[src/rtl/alu_pipe.sv]
// Pipelined ALU: single-cycle ops plus an iterative SHLN that walks one bit per cycle.
// Results land in a valid/ready output register with an accumulating overflow flag.
module alu_pipe #(
  parameter int unsigned WIDTH   = 8,
  parameter int unsigned CONST_W = 2
) (
  input  logic               clk,
  input  logic               rst_n,
  input  logic               in_valid,
  output logic               in_ready,
  input  logic [3:0]         opcode,
  input  logic [WIDTH-1:0]   alu_rs1,
  input  logic [WIDTH-1:0]   alu_rs2,
  input  logic [CONST_W-1:0] constant,
  output logic               out_valid,
  input  logic               out_ready,
  output logic [WIDTH-1:0]   aluOut,
  output logic               overflow,
  output logic               sticky_ovf,
  input  logic               clr_sticky
);

  localparam int unsigned SH_W = $clog2(WIDTH);

  typedef enum logic [3:0] {
    OP_ADD  = 4'b0000,
    OP_ADDI = 4'b0001,
    OP_SUB  = 4'b0010,
    OP_SHL  = 4'b0011,
    OP_LT   = 4'b0100,
    OP_EQ0  = 4'b0101,
    OP_CMP  = 4'b0110,
    OP_XOR  = 4'b0111,
    OP_AND  = 4'b1000,
    OP_OR   = 4'b1001,
    OP_NOT  = 4'b1010,
    OP_SHLN = 4'b1011
  } op_t;

  typedef enum logic {IDLE, SHIFT} state_t;

  state_t           state;
  logic [WIDTH-1:0] work;
  logic [SH_W-1:0]  cnt;
  logic             ovf_acc;

  op_t              op;
  logic [SH_W-1:0]  n;
  logic [WIDTH-1:0] imm, sum, sumi, diff;
  logic [WIDTH-1:0] res;
  logic             res_ovf;
  logic             out_free, accept, start_shift, shift_done, step_ovf;
  logic             wr_en, wr_ovf;
  logic [WIDTH-1:0] wr_data;

  assign op       = op_t'(opcode);
  assign n        = alu_rs2[SH_W-1:0];
  assign imm      = {{(WIDTH-CONST_W){constant[CONST_W-1]}}, constant};
  assign sum      = alu_rs1 + alu_rs2;
  assign sumi     = alu_rs1 + imm;
  assign diff     = alu_rs1 - alu_rs2;

  assign out_free    = !out_valid || out_ready;
  assign in_ready    = (state == IDLE) && out_free;
  assign accept      = in_valid && in_ready;
  assign start_shift = accept && (op == OP_SHLN) && (n != '0);
  // The last shift step only commits once the output register can take the result.
  assign shift_done  = (state == SHIFT) && (cnt == SH_W'(1)) && out_free;
  assign step_ovf    = work[WIDTH-1] ^ work[WIDTH-2];

  always_comb begin
    res     = '0;
    res_ovf = 1'b0;
    case (op)
      OP_ADD: begin
        res     = sum;
        res_ovf = (alu_rs1[WIDTH-1] == alu_rs2[WIDTH-1]) && (sum[WIDTH-1] != alu_rs1[WIDTH-1]);
      end
      OP_ADDI: begin
        res     = sumi;
        res_ovf = (alu_rs1[WIDTH-1] == imm[WIDTH-1]) && (sumi[WIDTH-1] != alu_rs1[WIDTH-1]);
      end
      OP_SUB: begin
        res     = diff;
        res_ovf = (alu_rs1[WIDTH-1] != alu_rs2[WIDTH-1]) && (diff[WIDTH-1] != alu_rs1[WIDTH-1]);
      end
      OP_SHL: begin
        res     = alu_rs1 << 1;
        res_ovf = alu_rs1[WIDTH-1] ^ alu_rs1[WIDTH-2];
      end
      OP_LT:   res = WIDTH'($signed(alu_rs1) < $signed(alu_rs2));
      OP_EQ0:  res = WIDTH'(alu_rs1 == '0);
      OP_CMP:  res = WIDTH'(alu_rs1[WIDTH-1:WIDTH/2] == alu_rs2[WIDTH-1:WIDTH/2]);
      OP_XOR:  res = alu_rs1 ^ alu_rs2;
      OP_AND:  res = alu_rs1 & alu_rs2;
      OP_OR:   res = alu_rs1 | alu_rs2;
      OP_NOT:  res = ~alu_rs1;
      OP_SHLN: res = alu_rs1;
      default: ;
    endcase
  end

  always_comb begin
    wr_en   = 1'b0;
    wr_data = '0;
    wr_ovf  = 1'b0;
    if (shift_done) begin
      wr_en   = 1'b1;
      wr_data = work << 1;
      wr_ovf  = ovf_acc | step_ovf;
    end else if (accept && !start_shift) begin
      wr_en   = 1'b1;
      wr_data = res;
      wr_ovf  = res_ovf;
    end
  end

  always_ff @(posedge clk or negedge rst_n) begin
    if (!rst_n) begin
      state      <= IDLE;
      work       <= '0;
      cnt        <= '0;
      ovf_acc    <= 1'b0;
      aluOut     <= '0;
      overflow   <= 1'b0;
      out_valid  <= 1'b0;
      sticky_ovf <= 1'b0;
    end else begin
      case (state)
        IDLE: begin
          if (start_shift) begin
            work    <= alu_rs1;
            cnt     <= n;
            ovf_acc <= 1'b0;
            state   <= SHIFT;
          end
        end
        SHIFT: begin
          if (cnt != SH_W'(1)) begin
            work    <= work << 1;
            cnt     <= cnt - SH_W'(1);
            ovf_acc <= ovf_acc | step_ovf;
          end else if (out_free) begin
            work  <= work << 1;
            cnt   <= '0;
            state <= IDLE;
          end
        end
        default: state <= IDLE;
      endcase

      if (wr_en) begin
        aluOut    <= wr_data;
        overflow  <= wr_ovf;
        out_valid <= 1'b1;
      end else if (out_valid && out_ready) begin
        out_valid <= 1'b0;
      end

      if (wr_en && wr_ovf)
        sticky_ovf <= 1'b1;
      else if (clr_sticky)
        sticky_ovf <= 1'b0;
    end
  end

endmodule

[config.mk]
export PLATFORM = sky130hd
export DESIGN_NAME = alu_pipe
export DESIGN_NICKNAME = d
export VERILOG_FILES = /design/src/rtl/alu_pipe.sv
export SDC_FILE = /design/constraint.sdc
export NUM_CORES = 1
export LEC_CHECK = 0
export CAP_MARGIN = 20
export CORE_ASPECT_RATIO = 0.5
export CORE_MARGIN = 3
export CORE_UTILIZATION = 54
export CTS_BUF_LIST = sky130_fd_sc_hd__clkbuf_4
export CTS_CLUSTER_DIAMETER = 40
export DETAILED_ROUTE_END_ITERATION = 8
export PLACE_DENSITY_LB_ADDON = 0.15
export SYNTH_ARGS = -nofsm -noshare
export SYNTH_HDL_FRONTEND = slang
export SYNTH_SLANG_ARGS = --single-unit
[constraint.sdc]
create_clock -name clk -period 5.6 [get_ports clk]
set_input_delay 0.84 -clock clk [delete_from_list [all_inputs] [get_ports clk]]
set_output_delay 0.84 -clock clk [all_outputs]
set_load 0.005 [all_outputs]
==> flow_summary.ini <==
[final_layout]
drive_above_1_share_pct = 4.53
seq_area_um2 = 601
area_growth_pct = 14.1
fillers = 498
final_cells = 492
nets = 485
multi_input_area_mm2 = 0.00237
antenna_cells = 0

[cts]
path_clk_slew_ps = 130
cts_resized = 0
htreeDepth = 1
cts_buffers = 3
insertion_delay_ps = 310
clk_path_buf_depth = 2
cts_hold_buffers = 0
cts_tree = done
postCtsSetupBuffers = 0
root_buffer = clkbuf_4
cts_sinks = 24

[sta]
worst_pin_slew_ps = 1100
period_share_pct = 66.9
maxSlewHeadroom_pct = 26.4
period_minus_slack_ps = 3750
setup_viol = 0
fmax_ghz = 0.267
finalClockSkew_ps = 2.85
rsz0062_at_grt = no
drv_slew = 0
hold_viol_final = 0
setup_tns_ps = 0

[placed_design]
hpwl_mm = 7.92
gp_congestion = 1.05
io_buffer_count = 38
dp_cells = 487

[grt]
grt_max_degree = 27
grt_pass1_vias = 2939
grt_first_pass_wirelength_mm = 15.9
overflow = 0
track_usage_pct = 29.7
antenna_found_initial = 0

[yosys]
synth_edf_count = 0
syn_area_per_cell_um2 = 8.09
ys_async_sr_fraction_pct = 100
yosysWarnings = 0
synth_cells = 394
synth_seq_cells = 24
synth.cell_area_mm2 = 0.00319
synthFlopType = dfrtp_1
ys_seq_area_share_pct = 18.8
synth_cell_types = 71
syn-num-nets = 459

[die]
core-area_mm2 = 0.00559
ioPinCount = 39
die_h_um = 60.3
die_w_um = 115
initial_core_util_pct = 57.0
num_rows = 19
dieArea_mm2 = 0.00692

[setup_path]
startpoint_type = primary input
path_class = in -> reg
cp_data_arrival_time_ps = 3990
worstPathRequired_ps = 5840
cp_max_fo = 11
endpoint_kind = flip-flop

[run_status]
status = finished, final reports clean

[route]
routed_wl_mm = 10.1
firstDrtPassIters = 6
ant_nets = 0
vias = 3244
drc_errors = 0
viasPerCell = 6.59
dr.first_iter.drc_count = 358
wire_per_inst_um = 20.5

[worst_hold_path]
hp-class = reg -> reg

[pwr]
p_leak_uw = 0.00154
cellPowerDensity_mw_per_mm2 = 273
ir_drop_uv = 335
p_total_uw = 991

[job]
drv_cap = 0
[cells in the final DEF (no fill, tap or decap), drive strengths merged, types with 3 or more instances in the layout]
master and count:
a22o 3, nor2 38, inv 27, a221oi 3, nor3 9, o211ai 6
buf 3, a21o 6, a211oi 10, xor2 4, o32ai 4, a211o 3
a221o 3, a2111oi 3, o21ai 20, clkbuf 3, clkdlybuf4s50 38, xnor2 5
nand2 22, a31oi 9, nand3b 3, nand2b 6, mux2 4, a22oi 10
a21oi 28, ha 35, o21bai 6, dfrtp 24, fa 3, nor4b 3
nand3 9, nor2b 15, mux2i 15
[layer usage]
layer	share of wire (%)	up-vias	track usage, %
met2	41	204	42.8
met3	12	13	6.88
met5	0	-	0
met4	1.0	0	6.26
li1	-	1518	-
met1	46	1509	45.0
[layout make-up]
cell class              instances  area share [%]
multi-input cells             323            65.1
well taps                      73            2.51
inverters                      27            2.79
clock inverters                 1           0.826
flip-flops and latches         24            16.5
repair buffers                 41            11.6
clock buffers                   3           0.619
[metrics by stage]
| stage | util (%) | instance area, um2 | setup WS (ps) | hold WS (ps) |
|---|---|---|---|---|
| 6_report | 65.1 | 3640 | 1850 | 504 |
| 3_3_place_gp | 63.7 | 3560 | 1660 | 461 |
| 3_5_place_dp | 63.7 | 3560 | 1590 | 474 |
| 4_1_cts | 64.6 | 3610 | 1920 | 504 |
| 2_1_floorplan | - | 3190 | 2930 | 474 |
| 5_1_grt | 65.1 | 3640 | 1720 | 533 |
[where the power goes]
| part | total (uW) | internal, uW | leakage [uW] | switching [uW] |
|---|---|---|---|---|
| clock | 123 | 72.3 | 0.0000279 | 50.9 |
| sequential | 331 | 253 | 0.000294 | 78.6 |
| combinational | 537 | 255 | 0.00122 | 281 |
[worst paths after layout]
check	from	to	slack, ps	cells after the start
hold reg to reg	aluOut[0]	aluOut[0]	500	1
setup / recovery	alu_rs1[4]	aluOut[7]	1850	9
min in group asynchronous	rst_n	aluOut[3]	830	1
max in group asynchronous	rst_n	aluOut[0]	4340	2
hold / removal	aluOut[0]	aluOut[0]	500	1
setup reg to reg	state	cnt[1]	2940	6
[synth_stat cells (5+ instances only)]
library cell  instances  share of area (%)
a211oi_1             10                2.4
a21o_1                6                1.4
a21oi_1              27                4.2
a22oi_1              10                2.4
a31oi_1               8                1.6
buf_2                 5               0.79
buf_4                 5                1.2
clkbuf_1              6               0.71
dfrtp_1              24                 19
ha_1                 35                 14
inv_1                27                3.2
mux2i_1              15                4.7
nand2_1              22                2.6
nand2b_1              6                1.2
nand3_1               9                1.4
nor2_1               38                4.5
nor2b_1              15                2.9
nor3_1                9                1.4
o211ai_1              5                1.2
o21ai_0              20                3.1
o21bai_1              6                1.4
xnor2_1               5                1.4
[worst max-delay path, cell delays in order]
cell and delay, ps:
clkdlybuf4s50_1 730, inv_1 110, ha_1 570, nor2b_1 110
nor3_1 620, a21oi_1 220, o311a_1 340, a311o_1 350
o211ai_2 80
[sequential cells by signal, indices dropped and copies added, names as in the netlist]
register and count:
sticky_ovf 1, work 8, state 1, cnt 3
out_valid 1, ovf_acc 1, overflow 1, aluOut 8
[cells by family after synthesis]
kind of cell	share of synthesized area (%)
AO/OA/AOI/OAI	29.8
XOR/XNOR	2.47
AND/OR/NAND/NOR	20.3
buffers and inverters	6.83
adder cells (fa/ha/maj)	15.6
flip-flops	18.8
multiplexers	6.12
(Power assumes the default switching activity.)
